## src/rtl/comma_aligner.sv

```systemverilog
// Serial-to-parallel front end: hunts for the K28.5 comma, confirms the symbol
// boundary over repeated aligned commas, then emits aligned 10-bit symbols.
module comma_aligner #(
    parameter int SYM_W    = 10,
    parameter int LOCK_CNT = 3,
    parameter int LOSS_CNT = 4
) (
    input  logic             clk,
    input  logic             rst,
    input  logic             bit_in,
    input  logic             bit_valid,
    output logic [SYM_W-1:0] sym_out,
    output logic             sym_valid,
    output logic             locked,
    output logic             realign
);
    localparam int CW = $clog2(LOCK_CNT + 1);
    localparam int MW = $clog2(LOSS_CNT + 1);
    localparam logic [SYM_W-1:0] K285_RDN = 10'b0011111010;
    localparam logic [SYM_W-1:0] K285_RDP = 10'b1100000101;

    typedef enum logic [1:0] {HUNT, CONFIRM, LOCKED} state_t;

    state_t           state_q, state_d;
    logic [SYM_W-2:0] sr_q, sr_d;
    logic [3:0]       bcnt_q, bcnt_d;
    logic [CW-1:0]    ccnt_q, ccnt_d;
    logic [MW-1:0]    mcnt_q, mcnt_d;
    logic [SYM_W-1:0] sym_q, sym_d;
    logic             sv_q, sv_d;
    logic             lk_q, lk_d;
    logic             rl_q, rl_d;

    logic [SYM_W-1:0] win;
    logic             comma, boundary;
    logic [3:0]       bcnt_inc;

    assign win      = {sr_q, bit_in};
    assign comma    = (win == K285_RDN) || (win == K285_RDP);
    assign boundary = (bcnt_q == 4'd9);
    assign bcnt_inc = boundary ? 4'd0 : bcnt_q + 4'd1;

    always_ff @(posedge clk) begin
        if (!rst) begin
            state_q <= HUNT;
            sr_q    <= '0;
            bcnt_q  <= '0;
            ccnt_q  <= '0;
            mcnt_q  <= '0;
            sym_q   <= '0;
            sv_q    <= 1'b0;
            lk_q    <= 1'b0;
            rl_q    <= 1'b0;
        end else begin
            state_q <= state_d;
            sr_q    <= sr_d;
            bcnt_q  <= bcnt_d;
            ccnt_q  <= ccnt_d;
            mcnt_q  <= mcnt_d;
            sym_q   <= sym_d;
            sv_q    <= sv_d;
            lk_q    <= lk_d;
            rl_q    <= rl_d;
        end
    end

    always_comb begin
        state_d = state_q;
        sr_d    = sr_q;
        bcnt_d  = bcnt_q;
        ccnt_d  = ccnt_q;
        mcnt_d  = mcnt_q;
        sym_d   = sym_q;
        sv_d    = 1'b0;
        rl_d    = 1'b0;
        if (bit_valid) begin
            sr_d = win[SYM_W-2:0];
            case (state_q)
                HUNT: begin
                    bcnt_d = '0;
                    if (comma) begin
                        ccnt_d = CW'(1);
                        if (LOCK_CNT == 1) begin
                            state_d = LOCKED;
                            mcnt_d  = '0;
                            sym_d   = win;
                            sv_d    = 1'b1;
                        end else begin
                            state_d = CONFIRM;
                        end
                    end
                end
                CONFIRM: begin
                    bcnt_d = bcnt_inc;
                    if (comma && boundary) begin
                        ccnt_d = ccnt_q + CW'(1);
                        if (int'(ccnt_q) + 1 == LOCK_CNT) begin
                            state_d = LOCKED;
                            mcnt_d  = '0;
                            sym_d   = win;
                            sv_d    = 1'b1;
                        end
                    end else if (comma) begin
                        // Comma at a new phase: restart confirmation from it.
                        bcnt_d = '0;
                        ccnt_d = CW'(1);
                    end
                end
                LOCKED: begin
                    bcnt_d = bcnt_inc;
                    if (boundary) begin
                        sym_d = win;
                        sv_d  = 1'b1;
                    end
                    if (comma && boundary) begin
                        mcnt_d = '0;
                    end else if (comma) begin
                        if (int'(mcnt_q) + 1 == LOSS_CNT) begin
                            state_d = HUNT;
                            rl_d    = 1'b1;
                            ccnt_d  = '0;
                            mcnt_d  = '0;
                            bcnt_d  = '0;
                        end else begin
                            mcnt_d = mcnt_q + MW'(1);
                        end
                    end
                end
                default: state_d = HUNT;
            endcase
        end
        lk_d = (state_d == LOCKED);
    end

    assign sym_out   = sym_q;
    assign sym_valid = sv_q;
    assign locked    = lk_q;
    assign realign   = rl_q;
endmodule

```

## config.mk

```make
export PLATFORM = sky130hd
export DESIGN_NAME = comma_aligner
export DESIGN_NICKNAME = d
export VERILOG_FILES = /design/src/rtl/comma_aligner.sv
export SDC_FILE = /design/constraint.sdc
export NUM_CORES = 1
export LEC_CHECK = 0
export CAP_MARGIN = 20
export CORE_ASPECT_RATIO = 0.6
export CORE_MARGIN = 2
export CORE_UTILIZATION = 60
export CTS_CLUSTER_DIAMETER = 30
export CTS_CLUSTER_SIZE = 10
export DETAILED_ROUTE_END_ITERATION = 12
export HOLD_SLACK_MARGIN = 0.03
export PLACE_DENSITY = 0.95
export SLEW_MARGIN = 10
export SYNTH_ARGS = -nofsm -noshare
export SYNTH_HDL_FRONTEND = slang
export SYNTH_SLANG_ARGS = --single-unit
```

## constraint.sdc

```tcl
create_clock -name clk -period 3.3 [get_ports clk]
set_input_delay 0.66 -clock clk [delete_from_list [all_inputs] [get_ports clk]]
set_output_delay 0.66 -clock clk [all_outputs]
set_load 0.02 [all_outputs]
```

==> results.yml <==
status:
  status: "completed"
logic_synthesis:
  synth_top_area_cell: "dfxtp_1"
  synth_cells: 194
  synthTopCellsByArea: "dfxtp_1 40%, ha_1 6.8%, mux2i_1 5.4%"
  ys_ff_latch: 33
  synthesis.area_sq_um: 1660
  ys_async_sr_fraction: 0
  syn_avg_cell_area_sq_um: 8.58
  synth-edff-count: 0
  synth.distinct_cells: 45
  seq_area_frac_synth: 0.397
  yosys_warnings: 0
  synth_ff_type: "dfxtp_1"
  yosys.area.top_type_share: 0.397
  synth_fp_nets: 207
setup_path:
  path_class: "primary input to flop"
  worstPathMaxFanout: 5
  critical_path_required_ps: 3530
  startpoint_type: "primary input"
  crit_path_end_kind: "flop"
  crit_arrival_ps: 3130
clocking:
  cts_root_buffer: "clkbuf_8"
  cts_max_level: 2
  clock_latency_ps: 290
  cts_buffers: 5
  cts_tree: "done"
  cts.sinks: 33
  postCtsSetupBuffers: 0
  postCtsResizedCells: 0
  cts_hold_buffers: 0
  clk_pin_slew_worst_paths_ps: 70
  cts_buffer_depth: 2
placed_design:
  hpwl_microns: 3240
  post-place-ws_ps: 246
  gp_congestion: 1.01
  portBuffers: 16
die:
  die_w_microns: 72.0
  die-area_sq_um: 3220
  die_y_microns: 44.8
  core-area_sq_um: 2570
  start_util: 0.646
  boundaryPins: 17
  fp-row-count: 14
timing:
  worst_slack_ps: 399
  slew_viol_final: 0
  rsz0062_at_grt: "false"
  fin_tns_setup_ps: 0
  fin_skew_ps: 7.17
  hold_viol: 0
  setup_viol: 0
  period_share: 0.879
  min_period_ps: 2900
  relSlewSlack: 0.585
  max_freq_mhz: 345
  max_slew.worst_pin.slew_ps: 617
layout:
  n_antenna_cell: 0
  drive_above_1_share: 0.103
  nets: 225
  area_delta_synth_final_pct: 18.9
power_and_ir_drop:
  p_switching_mw: 0.172
  pwr-share-seq: 0.484
  ir_drop_v: 0.000399
  pwr-share-clk: 0.478
  p_leak_nw: 0.719
  swShare: 0.208
  p_int_mw: 0.658
  comb_power_share: 0.037
  p_per_area_nw_per_um2: 419
detailed_routing:
  drc: 0
  post_drt_wl_per_cell_microns: 18.2
  wl_microns: 4460
  ant_nets: 0
  drt_iter0_markers: 128
  drt-pass1-iter-count: 5
  via_per_inst: 6.37
  via_count: 1561
grt:
  grt_max_degree: 21
  grt_pass1_vias: 1506
  antenna_found_initial: 0
  grt_overflow: 0
  grt_pass1_wl_microns: 7310
  grt_usage: 0.306
flow_run:
  drv_cap: 0
worst_hold_path:
  hp-class: "flop to flop"
synth_stat cells, types with 2 or more instances:
| cell type | number |
|---|---|
| nand4_1 | 2 |
| nand3_1 | 13 |
| a22o_1 | 2 |
| dfxtp_1 | 33 |
| o211ai_1 | 2 |
| nor4_1 | 3 |
| ha_1 | 9 |
| inv_1 | 7 |
| nand2_1 | 21 |
| a21oi_1 | 6 |
| or4_1 | 2 |
| nor2b_1 | 4 |
| a211o_1 | 2 |
| a31oi_1 | 4 |
| mux2i_1 | 9 |
| nor2_1 | 16 |
| or2_2 | 3 |
| buf_1 | 2 |
| o21ai_0 | 7 |
| o31ai_1 | 3 |
| nor3_1 | 4 |
| clkbuf_1 | 7 |
| nand4b_1 | 2 |
| o21ai_1 | 10 |
per-layer routing:
| layer | GRT usage | up-vias | wire, microns |
|---|---|---|---|
| li1 | - | 734 | - |
| met5 | 0 | - | 0 |
| met1 | 0.395 | 723 | 1950 |
| met4 | 0.151 | 0 | 108 |
| met2 | 0.470 | 86 | 2020 |
| met3 | 0.103 | 18 | 383 |
layout by cell type (no fill, tap or decap), types with 2 or more instances in the layout:
| cell type | count |
|---|---|
| o21ai_0 | 7 |
| nand4_1 | 2 |
| a22o_1 | 2 |
| dfxtp_1 | 33 |
| nor3_1 | 4 |
| o31ai_1 | 3 |
| or4_1 | 2 |
| or2_2 | 3 |
| buf_4 | 5 |
| o211ai_1 | 2 |
| clkdlybuf4s50_1 | 16 |
| a21oi_1 | 6 |
| mux2i_1 | 9 |
| o21ai_1 | 10 |
| a211o_1 | 2 |
| ha_1 | 9 |
| nor2b_1 | 4 |
| nor4_1 | 3 |
| nor2_1 | 16 |
| a31oi_1 | 4 |
| nand2_1 | 21 |
| nand3_1 | 13 |
| inv_1 | 7 |
| nand4b_1 | 2 |
| clkbuf_8 | 6 |
cell families (layout without fill, tap and decap cells):
logic type / count (synthesis) / count (layout) / synth area share
XOR/XNOR: 1 / 1 / 0.00526
multiplexers: 9 / 9 / 0.0541
AO/OA/AOI/OAI: 45 / 45 / 0.181
flip-flops: 33 / 33 / 0.397
buffers and inverters: 17 / 36 / 0.0391
AND/OR/NAND/NOR: 80 / 80 / 0.256
adder cells (fa/ha/maj): 9 / 9 / 0.0677
metrics by stage:
step / cells / hold slack (ps) / power [mW] / cell area [sq um] / utilization
finish: 245 / 459 / 0.830 / 1980 / 0.769
detailed placement: 237 / 457 / 0.441 / 1860 / 0.724
floorplan: 194 / 456 / 0.430 / 1660 / -
global placement: 237 / 442 / 0.439 / 1860 / 0.724
CTS: 245 / 466 / 0.832 / 1980 / 0.769
global route: 245 / 490 / 0.853 / 1980 / 0.769
worst max-delay path: stages:
cell and delay (ps):
clkdlybuf4s50_1 460, nand4b_1 210, nor4_1 550, nor2_1 270
nor4_1 600, and4bb_1 280, a211o_1 90
state kept, by name (all words and copies together), names as in the netlist:
name / flops
ccnt_q: 2
locked: 1
sym_valid: 1
bcnt_q: 4
mcnt_q: 3
sr_q: 9
sym_out: 10
realign: 1
state_q: 2
path summary, 6_finish.rpt:
| check | to | start | depth (start not counted) | slack [ps] |
|---|---|---|---|---|
| worst min register to register | sym_out[2] | sym_out[2] | 2 | 460 |
| worst min-delay path | sym_out[2] | sym_out[2] | 2 | 460 |
| worst max-delay path | mcnt_q[2] | bit_in | 7 | 400 |
| worst max register to register | mcnt_q[2] | sr_q[0] | 6 | 870 |
power by group through the flow:
stage	clock (mW)	combinational (mW)	sequential [mW]
floorplan	0	0.0201	0.410
global placement	0	0.0282	0.411
detailed placement	0	0.0300	0.411
CTS	0.400	0.0299	0.402
global route	0.419	0.0325	0.402
finish	0.397	0.0308	0.402
final cells by class:
type,count,area (sq um)
clock inverters,1,30.0
multi-input cells,144,938
inverters,7,26.3
fillers,179,596
well taps,32,40.0
clock buffers,7,86.3
repair buffers,21,198
flip-flops and latches,33,661
Power figures use the tool's default switching activity.
